$ cat src/rtl/pixel_port_arbiter_pkg.sv
`default_nettype none
// ============================================================================
// Module      : pixel_port_arbiter_pkg
// Description : Shared constants for the VGA pixel-port arbiter.
// Revision    : 1.0 - initial release
// ============================================================================
package pixel_port_arbiter_pkg;

    localparam int H_RES = 320;
    localparam int V_RES = 240;
    localparam int X_W   = 9;
    localparam int Y_W   = 8;
    localparam int C_W   = 3;

    localparam int REQ_IDX_W  = 2;
    localparam int REQ_SCREEN = 0;
    localparam int REQ_USER   = 1;
    localparam int REQ_BULLET = 2;
    localparam int REQ_ENEMY  = 3;

    localparam logic [2:0] COLOUR_BLACK = 3'b000;

    localparam logic [1:0] ST_IDLE  = 2'd0;
    localparam logic [1:0] ST_BURST = 2'd1;

endpackage

`default_nettype wire

$ cat src/rtl/pixel_port_arbiter_rr_picker.sv
`default_nettype none
// ============================================================================
// Module      : pixel_port_arbiter_rr_picker
// Description : Combinational winner pick, round-robin from a pointer or
//               fixed lowest-index priority.
// Revision    : 1.0 - initial release
// ============================================================================
module pixel_port_arbiter_rr_picker
    import pixel_port_arbiter_pkg::*;
#(
    parameter int NUM_REQ    = 4,
    parameter int FIXED_PRIO = 0
) (
    input  logic [NUM_REQ-1:0]   i_valid,
    input  logic [REQ_IDX_W-1:0] i_rr_ptr,
    output logic [REQ_IDX_W-1:0] o_winner,
    output logic                 o_any_valid
);

    localparam logic [REQ_IDX_W:0] c_NUM = (REQ_IDX_W+1)'(NUM_REQ);

    logic [REQ_IDX_W:0]   w_sum;
    logic [REQ_IDX_W-1:0] w_idx;

    always_comb begin
        o_winner    = '0;
        o_any_valid = 1'b0;
        w_sum       = '0;
        w_idx       = '0;
        for (int k = 0; k < NUM_REQ; k++) begin
            if (FIXED_PRIO != 0) begin
                w_sum = (REQ_IDX_W+1)'(k);
            end else begin
                // Pointer plus offset, folded back into 0..NUM_REQ-1
                w_sum = {1'b0, i_rr_ptr} + (REQ_IDX_W+1)'(k);
                if (w_sum >= c_NUM) begin
                    w_sum = w_sum - c_NUM;
                end
            end
            w_idx = w_sum[REQ_IDX_W-1:0];
            if (!o_any_valid && i_valid[w_idx]) begin
                o_any_valid = 1'b1;
                o_winner    = w_idx;
            end
        end
    end

endmodule

`default_nettype wire

$ cat src/rtl/pixel_port_arbiter.sv
`default_nettype none
// ============================================================================
// Module      : pixel_port_arbiter
// Description : Grants the VGA adapter pixel port to one drawer per burst,
//               registers the pixel and clips off-screen coordinates.
// Revision    : 1.0 - initial release
// ============================================================================
module pixel_port_arbiter #(
    parameter int NUM_REQ    = 4,
    parameter int X_W        = pixel_port_arbiter_pkg::X_W,
    parameter int Y_W        = pixel_port_arbiter_pkg::Y_W,
    parameter int C_W        = pixel_port_arbiter_pkg::C_W,
    parameter int H_RES      = pixel_port_arbiter_pkg::H_RES,
    parameter int V_RES      = pixel_port_arbiter_pkg::V_RES,
    parameter int FIXED_PRIO = 0
) (
    input  logic                   clk,
    input  logic                   resetn,
    input  logic [NUM_REQ-1:0]     req_valid,
    input  logic [NUM_REQ-1:0]     req_last,
    input  logic [NUM_REQ*X_W-1:0] req_x,
    input  logic [NUM_REQ*Y_W-1:0] req_y,
    input  logic [NUM_REQ*C_W-1:0] req_colour,
    output logic [NUM_REQ-1:0]     req_ready,
    output logic [NUM_REQ-1:0]     burst_done,
    output logic [X_W-1:0]         vga_x,
    output logic [Y_W-1:0]         vga_y,
    output logic [C_W-1:0]         vga_colour,
    output logic                   vga_plot,
    output logic [1:0]             grant_id,
    output logic                   busy
);

    import pixel_port_arbiter_pkg::*;

    localparam logic [X_W:0]           c_H_LIM    = (X_W+1)'(H_RES);
    localparam logic [Y_W:0]           c_V_LIM    = (Y_W+1)'(V_RES);
    localparam logic [REQ_IDX_W-1:0]   c_LAST_IDX = REQ_IDX_W'(NUM_REQ-1);

    logic [1:0]           r_state;
    logic [REQ_IDX_W-1:0] r_rr_ptr;
    logic [REQ_IDX_W-1:0] r_grant;
    logic [X_W-1:0]       r_x;
    logic [Y_W-1:0]       r_y;
    logic [C_W-1:0]       r_colour;
    logic                 r_plot;
    logic [NUM_REQ-1:0]   r_done;

    logic [X_W-1:0]       w_x      [NUM_REQ];
    logic [Y_W-1:0]       w_y      [NUM_REQ];
    logic [C_W-1:0]       w_colour [NUM_REQ];
    logic [REQ_IDX_W-1:0] w_winner;
    logic                 w_any_valid;
    logic                 w_burst;
    logic                 w_hs;
    logic                 w_in_view;
    logic [NUM_REQ-1:0]   w_grant_oh;
    logic [REQ_IDX_W-1:0] w_next_ptr;

    generate
        for (genvar gi = 0; gi < NUM_REQ; gi++) begin : g_unpack
            assign w_x[gi]      = req_x[gi*X_W +: X_W];
            assign w_y[gi]      = req_y[gi*Y_W +: Y_W];
            assign w_colour[gi] = req_colour[gi*C_W +: C_W];
        end
    endgenerate

    pixel_port_arbiter_rr_picker #(
        .NUM_REQ    (NUM_REQ),
        .FIXED_PRIO (FIXED_PRIO)
    ) u_picker (
        .i_valid     (req_valid),
        .i_rr_ptr    (r_rr_ptr),
        .o_winner    (w_winner),
        .o_any_valid (w_any_valid)
    );

    assign w_burst    = (r_state == ST_BURST);
    assign w_hs       = w_burst & req_valid[r_grant];
    assign w_grant_oh = NUM_REQ'(1) << r_grant;
    // Unsigned compare at one extra bit so H_RES/V_RES equal to 2**W still work
    assign w_in_view  = ({1'b0, w_x[r_grant]} < c_H_LIM) &&
                        ({1'b0, w_y[r_grant]} < c_V_LIM);
    assign w_next_ptr = (r_grant == c_LAST_IDX) ? '0 : r_grant + 1'b1;

    always_ff @(posedge clk or negedge resetn) begin
        if (!resetn) begin
            r_state  <= ST_IDLE;
            r_rr_ptr <= '0;
            r_grant  <= '0;
            r_x      <= '0;
            r_y      <= '0;
            r_colour <= C_W'(COLOUR_BLACK);
            r_plot   <= 1'b0;
            r_done   <= '0;
        end else begin
            r_plot <= 1'b0;
            r_done <= '0;
            case (r_state)
                ST_IDLE: begin
                    if (w_any_valid) begin
                        r_grant <= w_winner;
                        r_state <= ST_BURST;
                    end
                end
                ST_BURST: begin
                    if (w_hs) begin
                        r_x      <= w_x[r_grant];
                        r_y      <= w_y[r_grant];
                        r_colour <= w_colour[r_grant];
                        r_plot   <= w_in_view;
                        if (req_last[r_grant]) begin
                            r_done   <= w_grant_oh;
                            r_rr_ptr <= w_next_ptr;
                            r_state  <= ST_IDLE;
                        end
                    end
                end
                default: r_state <= ST_IDLE;
            endcase
        end
    end

    assign req_ready  = w_burst ? w_grant_oh : '0;
    assign burst_done = r_done;
    assign vga_x      = r_x;
    assign vga_y      = r_y;
    assign vga_colour = r_colour;
    assign vga_plot   = r_plot;
    assign grant_id   = 2'(r_grant);
    assign busy       = w_burst;

endmodule

`default_nettype wire

$ cat config.mk
export PLATFORM = sky130hd
export DESIGN_NAME = pixel_port_arbiter
export DESIGN_NICKNAME = d
export VERILOG_FILES = /design/src/rtl/pixel_port_arbiter_pkg.sv /design/src/rtl/pixel_port_arbiter_rr_picker.sv /design/src/rtl/pixel_port_arbiter.sv
export SDC_FILE = /design/constraint.sdc
export NUM_CORES = 1
export LEC_CHECK = 0
export BUFFER_PORTS_ARGS = -buffer_cell sky130_fd_sc_hd__buf_4
export CAP_MARGIN = 10
export CORE_ASPECT_RATIO = 1.2
export CORE_MARGIN = 4
export CORE_UTILIZATION = 40
export DETAILED_ROUTE_END_ITERATION = 8
export PLACE_DENSITY_LB_ADDON = 0.08
export SYNTH_ARGS = -nofsm -noshare
export SYNTH_HDL_FRONTEND = slang
export SYNTH_HIERARCHICAL = 1
export SYNTH_SLANG_ARGS = --single-unit
$ cat constraint.sdc
create_clock -name clk -period 4.5 [get_ports clk]
set_input_delay 0.225 -clock clk [delete_from_list [all_inputs] [get_ports clk]]
set_output_delay 0.225 -clock clk [all_outputs]
set_load 0.03 [all_outputs]
== Word level (Yosys, flattened, before mapping) ==
Cells that the tools add are included.

* Shift-type cells: 1
* Reduce and logical (&&, ||, !) cells: 12
* Bitwise operators: 2
* $lt $le $gt $ge: 12
* Add/sub/neg operators: 8
* Equal/unequal tests: 5
* Muxes and demuxes: 44

{| class="wikitable"
|+ Operators by type and width
! operator !! count
|-
| $mux W2 || 12
|-
| $bmux W9 S2 || 1
|-
| $mux W9 || 2
|-
| $bmux W8 S2 || 1
|-
| $mux W4 || 4
|-
| $mux W8 || 2
|-
| $lt A2 B3 Y1 const B || 5
|-
| $bmux W1 S2 || 6
|-
| $ge A3 B3 Y1 const B || 4
|-
| $mux W1 || 12
|-
| $lt A9 B9 Y1 const B || 1
|-
| $lt A8 B8 Y1 const B || 1
|-
| $sub A2 B1 Y2 const B || 4
|-
| $add A2 B2 Y3 const B || 2
|-
| $bmux W3 S2 || 1
|-
| $mux W3 || 2
|-
| $ne A2 B1 Y1 const B || 3
|-
| $reduce_and A3 Y1 || 2
|-
| $logic_and A1 B1 Y1 || 4
|-
| $pmux W2 S2 || 1
|-
| $reduce_and A2 Y1 || 2
|-
| $shl A1 B2 Y4 const A || 1
|-
| $add A2 B1 Y3 const B || 1
|-
| $ge A2 B3 Y1 const B || 1
|-
| 7 further kinds || 9
|}

* Flip-flop bits (word level): 31
* Output and inout port bits: 32

== Depth between registers and ports, before layout ==
Gate-level depths: netlist of run 1.

* Word-level depth: 16
* Gate-level depth with buffers: 6
* Gate-level depth less buffers: 5

== Cells and area by module ==
Netlist of run 1, hierarchy kept.

{| class="wikitable"
|+ Modules (own cells, without submodules)
! module !! sequential area each (µm²) !! cells each !! instances !! area each (µm²)
|-
| pixel_port_arbiter || 750.7 || 110 || 1 || 1828.0
|-
| pixel_port_arbiter_rr_picker || 0.0 || 15 || 1 || 77.6
|}

== Worst setup path after synthesis of run 1 ==
OpenSTA, ideal clock, no wires.

* Path kind: reg2reg
* Start point: register r_grant[0] (netlist: grant_id[0])
* End point: register r_colour[0] (netlist: vga_colour[0])
* Data arrival time: 1.822 ns
* Stages on the path, launching flop included: 6
* Path buffers: 2
* Clock period less this slack: 1.947 ns
* Required time: 4.375 ns
* Slack: 2.553 ns
* Cells stage by stage: dfrtp_1 buf_6 mux4_2 nand2_4 buf_12 mux2_4

* Longest elaborated chain between the ends: 4
* Elaborated cells between the ends (all ways): 8
* Classes of those cells: 5 x mux; 2 x bitwise; 1 x reduce/logical

{| class="wikitable"
|+ Ends and longest elaborated chain
! item !! RTL line !! source
|-
| start, declared || pixel_port_arbiter.sv:42 || <nowiki>logic [REQ_IDX_W-1:0] r_grant;</nowiki>
|-
| start signal, assigned || pixel_port_arbiter.sv:102 || <nowiki>r_grant <= w_winner;</nowiki>
|-
| $bmux W1 S2 or $not A2 Y3 (tied branches) || pixel_port_arbiter.sv:79, pixel_port_arbiter.sv:110 ||
|-
| $mux W1 (implied by the code) or $bmux W3 S2 (tied branches) || pixel_port_arbiter.sv:79, pixel_port_arbiter.sv:110 ||
|-
| $and A1 B1 Y1 or $mux W3 (tied branches) || pixel_port_arbiter.sv:79, pixel_port_arbiter.sv:110 ||
|-
| $reduce_and A2 Y1 (no source line) or $mux W3 (tied branches) || -- ||
|-
| end signal, assigned || pixel_port_arbiter.sv:93 || <nowiki>r_colour <= C_W'(COLOUR_BLACK);</nowiki>
|-
| end signal, assigned || pixel_port_arbiter.sv:110 || <nowiki>r_colour <= w_colour[r_grant];</nowiki>
|-
| end, declared || pixel_port_arbiter.sv:45 || <nowiki>logic [C_W-1:0] r_colour;</nowiki>
|}

Parallel ways exist; a longest one is shown, timed or not. The select of a mux whose other input is x is not followed.
A chain may end at the register's enable or synchronous reset.

== Worst setup path in the final report of run 1 ==
* Start point: register r_grant[0] (netlist: grant_id[0])
* End point: register r_rr_ptr[0]

* Longest elaborated chain between the ends: 4
* Elaborated cells between the ends (all ways): 9
* Classes of those cells: 1 x add/sub; 1 x eq/ne; 5 x mux; 1 x bitwise; 1 x reduce/logical

{| class="wikitable"
|+ Ends and longest elaborated chain
! item !! RTL line !! source
|-
| $bmux W1 S2 || pixel_port_arbiter.sv:79 || <nowiki>assign w_hs = w_burst & req_valid[r_grant];</nowiki>
|-
| $mux W1 (implied by the code) || pixel_port_arbiter.sv:79 ||
|-
| $and A1 B1 Y1 || pixel_port_arbiter.sv:79 ||
|-
| $reduce_and A3 Y1 (no source line) || -- ||
|-
| end signal, assigned || pixel_port_arbiter.sv:114 || <nowiki>r_rr_ptr <= w_next_ptr;</nowiki>
|-
| end, declared || pixel_port_arbiter.sv:41 || <nowiki>logic [REQ_IDX_W-1:0] r_rr_ptr;</nowiki>
|}

Parallel ways exist; a longest one is shown, timed or not. The select of a mux whose other input is x is not followed.

==> impl_metrics.yaml, run 1 <==
cts:
  h-tree-depth: 2
  numCtsBuffers: 5
  worstSkewPairLatency_ps: 270
  clockBufferDepth: 2
  cts_tree: "built"
  cts_root_buffer: "clkbuf_8"
  cts_resized: 0
  clkSinkCount: 30
  cts.clk_slew.worst_paths_ps: 60
pwr:
  ir_worst_vdd_mv: 0.4166
  leakagePower_uw: 0.001444
  cellPowerDensity_nw_per_um2: 662.7
  power.total_uw: 1943
sta:
  hold_slack_ps: 309.3
  period_needed_ps: 2430
  worst_pin_slew_ps: 772.1
  finalCritPeriodShare_pct: 54.01
  skew_ps: 2.640
  rsz0062_at_grt: "false"
  slew_violations: 0
  slew_headroom_pct: 48.53
  timing.fmax_mhz: 411.4
  hold_viol_final: 0
  setup_viol: 0
  final.setup.tns_ps: 0
critical_path:
  critPathMaxFanout: 15
  start_kind: "register"
  crit_type: "reg -> reg"
  worst_setup_path_end_kind: "register"
  required_ps: 4660
  arrival_ps: 2590
die:
  die_h_um: 83.61
  start_util_pct: 41.48
  num_rows: 27
  ios: 122
  die-area_um2: 5937
  core_area_um2: 4594
  die-width_um: 71.01
detailed_routing:
  wl_per_cell_um: 16.94
  vias_per_cell: 5.006
  drtPass1Iterations: 4
  antenna_left: 0
  wirelength_mm: 5.218
  drc: 0
  first_iter_violations: 44
  vias: 1542
placement:
  gp_congestion: 0.7330
  port_buffers: 121
  hpwl_mm: 4.146
job:
  max_cap_violations: 0
grt:
  first_global_vias: 1676
  overflow: 0
  grt_usage_pct: 18.16
  grt_pass1_wl_mm: 8.411
  grt_max_degree: 31
  antenna_found_initial: 0
synthesis:
  synth_area_per_cell_um2: 15.24
  synth_top_area_share_pct: 39.40
  synth_nets: 219
  ys_seq_area_share_pct: 39.40
  yosysUniqueCellTypes: 29
  ys_ff_latch: 30
  syn_area_um2: 1906
  synthTopCellsByArea: "dfrtp_1 39%, mux4_2 25%, mux2_4 15%, ha_1 2.6%, buf_12 2.1%"
  yosys.area.top_type: "dfrtp_1"
  ys_warn_count: 6
  syn_inst: 125
finish:
  area_growth_syn_to_layout_pct: 53.84
  nNetsFinal: 343
  n_antenna_cell: 0
  layout.area.seq_um2: 750.7
  drive_above_1_share_pct: 70.40
  multi_input_area_um2: 1046
  n_fill_cell: 399
min_path:
  hold_path.class: "in -> reg"
outcome:
  status: "completed"
-- synth_stat cells --
library cell  instances
dfrtp_1              30
mux4_2               21
mux2_4               19
inv_1                 9
nor2_1                5
a21oi_1               4
and2_1                4
ha_1                  4
o21ai_0               4
mux2_2                3
buf_12                2
nand2_1               2
nor2b_1               2
a221o_1               1
and3b_1               1
buf_1                 1
buf_2                 1
buf_4                 1
buf_6                 1
clkbuf_1              1
inv_2                 1
mux4_1                1
nand2_4               1
nand2b_1              1
nand3_1               1
nand3_2               1
nand4_1               1
o21a_1                1
o221ai_1              1
-- cell type report --
class / count / share of cell area (%)
clock inverters: 1 / 0.1707
well taps: 58 / 2.475
multi-input cells: 78 / 35.68
clock buffers: 7 / 2.945
flip-flops and latches: 30 / 25.61
inverters: 10 / 1.280
repair buffers: 124 / 31.84
-- worst paths after layout --
check                                      to  slack, ps  depth (start not counted)         start
worst max-delay path              r_rr_ptr[0]       2070                          4   grant_id[0]
worst min-delay path               r_state[0]        310                          4  req_valid[2]
worst max register to register    r_rr_ptr[0]       2070                          4   grant_id[0]
worst min register to register       vga_x[5]        510                          1      vga_x[5]
max in group asynchronous          r_state[0]       3810                          2        resetn
min in group asynchronous       vga_colour[1]        410                          2        resetn
-- cell usage in the layout (no fill, tap or decap) --
cell,n
clkbuf_1,1
mux4_2,21
dlygate4sd3_1,1
o21a_1,1
nand2_1,2
nand3_2,1
nand2_4,1
inv_2,1
dfrtp_1,30
a21oi_1,4
nor2b_1,2
a221o_1,1
mux2_2,3
buf_4,123
ha_1,4
nand3_1,1
nand4_1,1
mux4_1,1
o221ai_1,1
inv_1,9
and3b_1,1
and2_1,4
clkinv_2,1
clkbuf_8,6
nand2b_1,1
o21ai_0,4
nor2_1,5
mux2_4,19
-- timing repair --
item / 4_1_cts / 5_1_grt
endpoints found under the hold margin: 30 / 0
hold buffers: 1 / 0
buffers inserted: 0 / 0
-- through the flow --
step | cells | setup WS (ps) | utilization (%) | cell area, µm²
after floorplan | 125 | 2553 | - | 1906
after global placement | 299 | 2066 | 61.60 | 2830
after detailed placement | 299 | 2027 | 61.60 | 2830
after CTS | 308 | 2011 | 63.81 | 2932
after global routing | 308 | 1880 | 63.81 | 2932
final | 308 | 2070 | 63.81 | 2932
-- logic make-up after synthesis --
kind of cell,share of synthesized area (%)
simple gates,5.844
flops,39.40
compound gates,3.480
buf+inv,5.712
fa+ha+maj,2.627
mux,42.94
-- per-layer routing --
metal | share of wire, % | wire [µm] | global-route usage [%]
met4 | 2.4 | 127 | 6.325
met1 | 38 | 1966 | 21.81
met2 | 53 | 2780 | 31.39
met5 | 0 | 0 | 0
met3 | 6.6 | 343 | 4.337
-- where the power goes --
group	switching, µW	total [µW]	leakage (µW)	internal, µW
logic	587	1220	0.00104	634
clock network	94.7	218	0.0000482	123
registers	107	505	0.000360	398
-- registers in the layout (all words and copies together) (netlist names) --
signal,cells
r_rr_ptr,2
burst_done,4
grant_id,2
r_state,1
vga_x,9
vga_plot,1
vga_y,8
vga_colour,3
-- worst max-delay path: stages (launching register included) --
cell	delay (ps)
dfrtp_1	840
buf_4	410
mux4_2	550
nand3_2	160
mux2_2	350
No activity file was read; power rests on OpenSTA's default activity.
==> run 2, diff against run 1 <==
- ABC_AREA: not set -> 1
- clock period: 4.5 -> 2.4 ns (I/O delays scaled with it)
==> run 2 against run 1 <==
Combinational power grew 140%. Sequential share of layout area shrank 2.7 points. Fmax grew 35%. Clock power grew 94%. Register-to-register slack lost 1500 ps. Count of clock-buffer cells in the layout is the same. Largest cell class unchanged. Die area grew 18%. First-iteration DRC count grew 110%. Largest power group unchanged. Clock skew grew 4.5 ps. Worst setup slack lost 1500 ps. Wire length grew 38%. Worst hold slack lost 95 ps.
==> impl_metrics.yaml, run 2 <==
critical_path:
  critical-path-top-delay-family: "simple AND/OR/NAND/NOR gates"
  crit_path_frequent_cell: "nand2_2"
  reg2reg_depth: 10
  start_kind: "register"
  critPathMaxFanout: 12
  path_buf_inv: 2
  required_ps: 2580
  arrival_ps: 1990
  cp.depth: 10
  critical_path.max_stage_delay_ps: 620
  worst_setup_path_end_kind: "register"
  slowest_stage: "dfrtp_1"
  crit_type: "reg -> reg"
  crit_chain: "inv_2 -> nand2_1 -> nand2_2 -> nand2_2 -> nand2_2 -> nor2_4 -> nand3b_1 -> or2_2 -> nand2_1 -> inv_1"
cts:
  clockBufferDepth: 2
  worstSkewPairLatency_ps: 280
  cts-hold-fix-buffers: 1
  cts_tree: "built"
  cts_setup_buffers: 0
  h-tree-depth: 2
  numCtsBuffers: 5
  cts_root_buffer: "clkbuf_8"
  clkSinkCount: 30
  cts_resized: 0
  cts.clk_slew.worst_paths_ps: 70
pwr:
  power.total_uw: 4278
  p_sw_uw: 2299
  clockPowerShare_pct: 9.9
  cellPowerDensity_nw_per_um2: 1305
  leakagePower_uw: 0.001898
  internal-power_uw: 1978
  seq_power_share_pct: 21.4
  combPwrFrac_pct: 68.7
  ir_worst_vdd_mv: 0.7446
  swShare_pct: 53.75
detailed_routing:
  drc: 0
  drtPass1Iterations: 4
  vias: 2608
  vias_per_cell: 4.875
  wl_per_cell_um: 13.45
  first_iter_violations: 91
  antenna_left: 0
  wirelength_mm: 7.195
min_path:
  hold_depth: 5
  hold_path.class: "in -> reg"
sta:
  setup_viol: 0
  finalCritPeriodShare_pct: 75.17
  worst_pin_slew_ps: 462.4
  setup_slack_ps: 595.9
  slew_violations: 0
  slew_headroom_pct: 69.13
  period_needed_ps: 1804
  timing.fmax_mhz: 554.3
  final.setup.tns_ps: 0
  rsz0062_at_grt: "false"
  hold_viol_final: 0
  skew_ps: 7.171
finish:
  largest_register_ffs: 9
  drive_above_1_share_pct: 33.40
  final_common_cell: "nand2_1"
  fin_cells: 535
  n_fill_cell: 515
  layout_common_cells: "139 x nand2_1, 123 x buf_4, 37 x nor2_1, 34 x inv_1, 30 x dfrtp_1"
  area_growth_syn_to_layout_pct: 43.01
  n_antenna_cell: 0
  nNetsFinal: 566
die:
  num_rows: 29
  die-width_um: 77.11
  start_util_pct: 42.40
  core_area_um2: 5406
  ios: 122
  die-area_um2: 7011
  die_h_um: 90.93
grt:
  antenna_found_initial: 0
  first_global_vias: 2510
  grt_max_degree: 49
  overflow: 0
  grt_usage_pct: 21.01
  grt_pass1_wl_mm: 12.07
synthesis:
  yosys.area.top_type: "dfrtp_1"
  syn_area_um2: 2292
  yosysMostFrequentCell: "nand2_1"
  ys_seq_area_share_pct: 32.75
  synth_common_cells: "139 x nand2_1, 37 x nor2_1, 34 x inv_1"
  synth_area_per_cell_um2: 6.385
  synth_top_area_share_pct: 32.75
  ys_warn_count: 6
  ys_ff_latch: 30
  synth_nets: 453
  synth-async-reset-ratio_pct: 100.0
  synth_edf_count: 0
  synthTopCellsByArea: "dfrtp_1 33%, nand2_1 23%, nor2_1 6.1%, o21ai_0 5.9%, inv_1 5.6%"
  yosysUniqueCellTypes: 25
  syn_inst: 359
  synthFlopType: "dfrtp_1"
placement:
  hpwl_mm: 5.314
  port_buffers: 121
  gp_congestion: 0.8867
  dp_worst_setup_slack_ps: 585.3
  dp_cells: 526
outcome:
  status: "completed"
job:
  max_cap_violations: 0
## run 2: power groups by stage
stage / Sequential, µW / Clock [µW] / Combinational (µW)
6_report: 915 / 423 / 2940
5_1_grt: 954 / 464 / 3270
4_1_cts: 919 / 437 / 2970
3_5_place_dp: 928 / 0 / 2970
3_3_place_gp: 925 / 0 / 2930
2_1_floorplan: 1300 / 0 / 1790
## run 2: metal layers
metal | wire, µm | global-route usage [%]
met5 | 0 | 0
met4 | 137 | 7.122
met3 | 386 | 4.591
met2 | 3642 | 37.79
met1 | 3028 | 24.53
## run 2: logic make-up after synthesis
logic type / Yosys count / synth area share, %
AO/OA/AOI/OAI: 47 / 10.97
adder cells (fa/ha/maj): 4 / 2.183
buffers and inverters: 57 / 11.79
flip-flops: 30 / 32.75
AND/OR/NAND/NOR: 221 / 42.30
## run 2: final timing paths
check | from | to | slack, ps
setup reg to reg | r_rr_ptr[0] | r_state[0] | 600
setup / recovery | r_rr_ptr[0] | r_state[0] | 600
max in group asynchronous | resetn | grant_id[1] | 1770
min in group asynchronous | resetn | burst_done[3] | 320
hold reg to reg | vga_x[2] | vga_x[2] | 480
hold / removal | req_x[5] | vga_x[5] | 210
## run 2: final cells by class
type                            count  area, µm²  area share, %
Clock buffer                        7      86.33          2.634
Clock inverter                      1      5.005         0.1527
Inverter                           39      153.9          4.695
Multi-Input combinational cell    272       1271          38.78
Timing Repair Buffer              124      933.4          28.47
Tap cell                           62      77.57          2.366
Sequential cell                    30      750.7          22.90
## run 2: through the flow
step	hold WS [ps]	area (µm²)	util, %
6_report	214.4	3278	60.63
5_1_grt	222.7	3278	60.63
4_1_cts	198.3	3278	60.63
3_5_place_dp	83.62	3177	58.76
3_3_place_gp	78.02	3177	58.76
2_1_floorplan	-175.6	2292	-
## run 2: worst min-delay path, delay by kind of cell
kind / cells / cell delay, ps
compound gates: 1 / 120
buf+inv: 1 / 80
simple gates: 3 / 140
==> run 3, diff against run 2 <==
- ABC_AREA: 1 -> 0
- clock period: 2.4 -> 1.79 ns (I/O delays scaled with it)
==> run 3 against run 2 <==
Final cell count decreased by 42%. Non-clock buffer count up 4. Worst hold slack worse by 30 ps. Wire length is 27% lower. Count of clock-buffer cells in the layout increased by 1. Register-to-register slack got worse by 530 ps. Sequential cell count is the same. Critical path type unchanged. Critical endpoint is now vga_x[0]. Largest cell class unchanged. Highest routed layer unchanged.
==> impl_metrics.yaml, run 3 (synthesis gave the netlist of run 1 again) <==
critical_path:
  required_ps: 1950
  start_kind: "register"
  arrival_ps: 1890
  crit_type: "reg -> reg"
  worst_setup_path_end_kind: "register"
  critPathMaxFanout: 11
placement:
  dp_worst_setup_slack_ps: 59.88
  gp_congestion: 0.7880
  hpwl_mm: 4.316
  placed_area_um2: 2899
  port_buffers: 121
sta:
  hold_slack_ps: 184.8
  skew_ps: 3.741
  setup_viol: 0
  hold_viol_final: 0
  timing.fmax_mhz: 579.3
  rsz0062_at_grt: "true"
  slew_headroom_pct: 73.55
  finalCritPeriodShare_pct: 96.44
  worst_pin_slew_ps: 396.8
  period_needed_ps: 1726
  slew_violations: 0
  setup_slack_ps: 63.69
  final.setup.tns_ps: 0
finish:
  n_antenna_cell: 0
  drive_above_1_share_pct: 71.65
  final_common_cell: "buf_4"
  final_cell_area_um2: 3019
  nNetsFinal: 347
  largest_register_ffs: 9
  area_growth_syn_to_layout_pct: 58.44
  layout_common_cells: "124 x buf_4, 29 x dfrtp_1, 21 x mux4_2, 19 x mux2_4, 9 x inv_1"
  finalCoreUtilization_pct: 65.71
die:
  num_rows: 27
  start_util_pct: 41.48
  die-width_um: 71.01
  die_h_um: 83.61
  core_area_um2: 4594
  ios: 122
  die-area_um2: 5937
cts:
  cts_setup_buffers: 0
  cts_tree: "built"
  worstSkewPairLatency_ps: 270
  numCtsBuffers: 5
  cts_root_buffer: "clkbuf_8"
  clkSinkCount: 30
  h-tree-depth: 2
  clockBufferDepth: 2
  cts.clk_slew.worst_paths_ps: 60
  cts_resized: 0
grt:
  antenna_found_initial: 0
  grt_usage_pct: 18.37
  grt_use_met1_pct: 20.34
  grt_pass1_wl_mm: 8.549
  overflow: 0
  first_global_vias: 1754
  grt_max_degree: 31
  grtUsageMet2_pct: 33.84
  grt-busiest-layer: "met2"
  grt_util_met3_pct: 4.699
min_path:
  hold_path.class: "in -> reg"
detailed_routing:
  vias: 1571
  drc: 0
  first_iter_violations: 43
  wl_per_cell_um: 16.82
  wirelength_mm: 5.248
  vias_per_cell: 5.035
  drtPass1Iterations: 4
  antenna_left: 0
pwr:
  leakagePower_uw: 0.001485
  cellPowerDensity_nw_per_um2: 1699
  ir_worst_vdd_mv: 1.072
job:
  max_cap_violations: 0
outcome:
  status: "completed"
==> run 3: metal layers <==
| layer | routed length (µm) | up-vias | part of all wire, % |
|---|---|---|---|
| met3 | 332 | 9 | 6.3 |
| met1 | 1840 | 776 | 35 |
| li1 | - | 731 | - |
| met4 | 89 | 0 | 1.7 |
| met2 | 2985 | 55 | 57 |
| met5 | 0 | - | 0 |
==> run 3: cell type report <==
cell class	instances	area (µm²)
clock buffers	8	110.1
fillers	371	1575
inverters	10	37.54
multi-input cells	78	1046
flip-flops and latches	30	752.0
well taps	58	72.57
repair buffers	128	1001
==> run 3: through the flow <==
stage / total power (µW) / cells
6_report: 5129 / 312
5_1_grt: 5453 / 312
4_1_cts: 5206 / 312
3_5_place_dp: 4554 / 303
3_3_place_gp: 4499 / 303
2_1_floorplan: 3531 / 125
==> run 3: path summary, 6_finish.rpt <==
| check | cells after the start | end | slack (ps) | start |
|---|---|---|---|---|
| setup / recovery | 4 | vga_x[0] | 60 | grant_id[0] |
| hold / removal | 4 | r_state[0] | 180 | req_valid[2] |
| setup reg to reg | 4 | vga_x[0] | 60 | grant_id[0] |
| hold reg to reg | 1 | vga_x[5] | 510 | vga_x[5] |
| max in group asynchronous | 2 | grant_id[0] | 1190 | resetn |
| min in group asynchronous | 2 | vga_colour[0] | 290 | resetn |
==> run 3: power by group <==
part / internal (µW) / switching (µW) / leakage (µW) / total [µW]
registers: 1000 / 216 / 0.000359 / 1220
logic: 1730 / 1550 / 0.00107 / 3280
clock network: 388 / 242 / 0.0000575 / 629
==> run 3: worst max-delay path, cell delays in order (launching register included) <==
cell     delay (ps)
dfrtp_2         400
mux4_2          550
nand2_4         180
buf_12          170
mux2_4          310
==> run 3: repair_timing <==
action,in CTS,in global routing
hold buffers,1,0
setup endpoints to repair,0,3
endpoints found under the hold margin,30,0
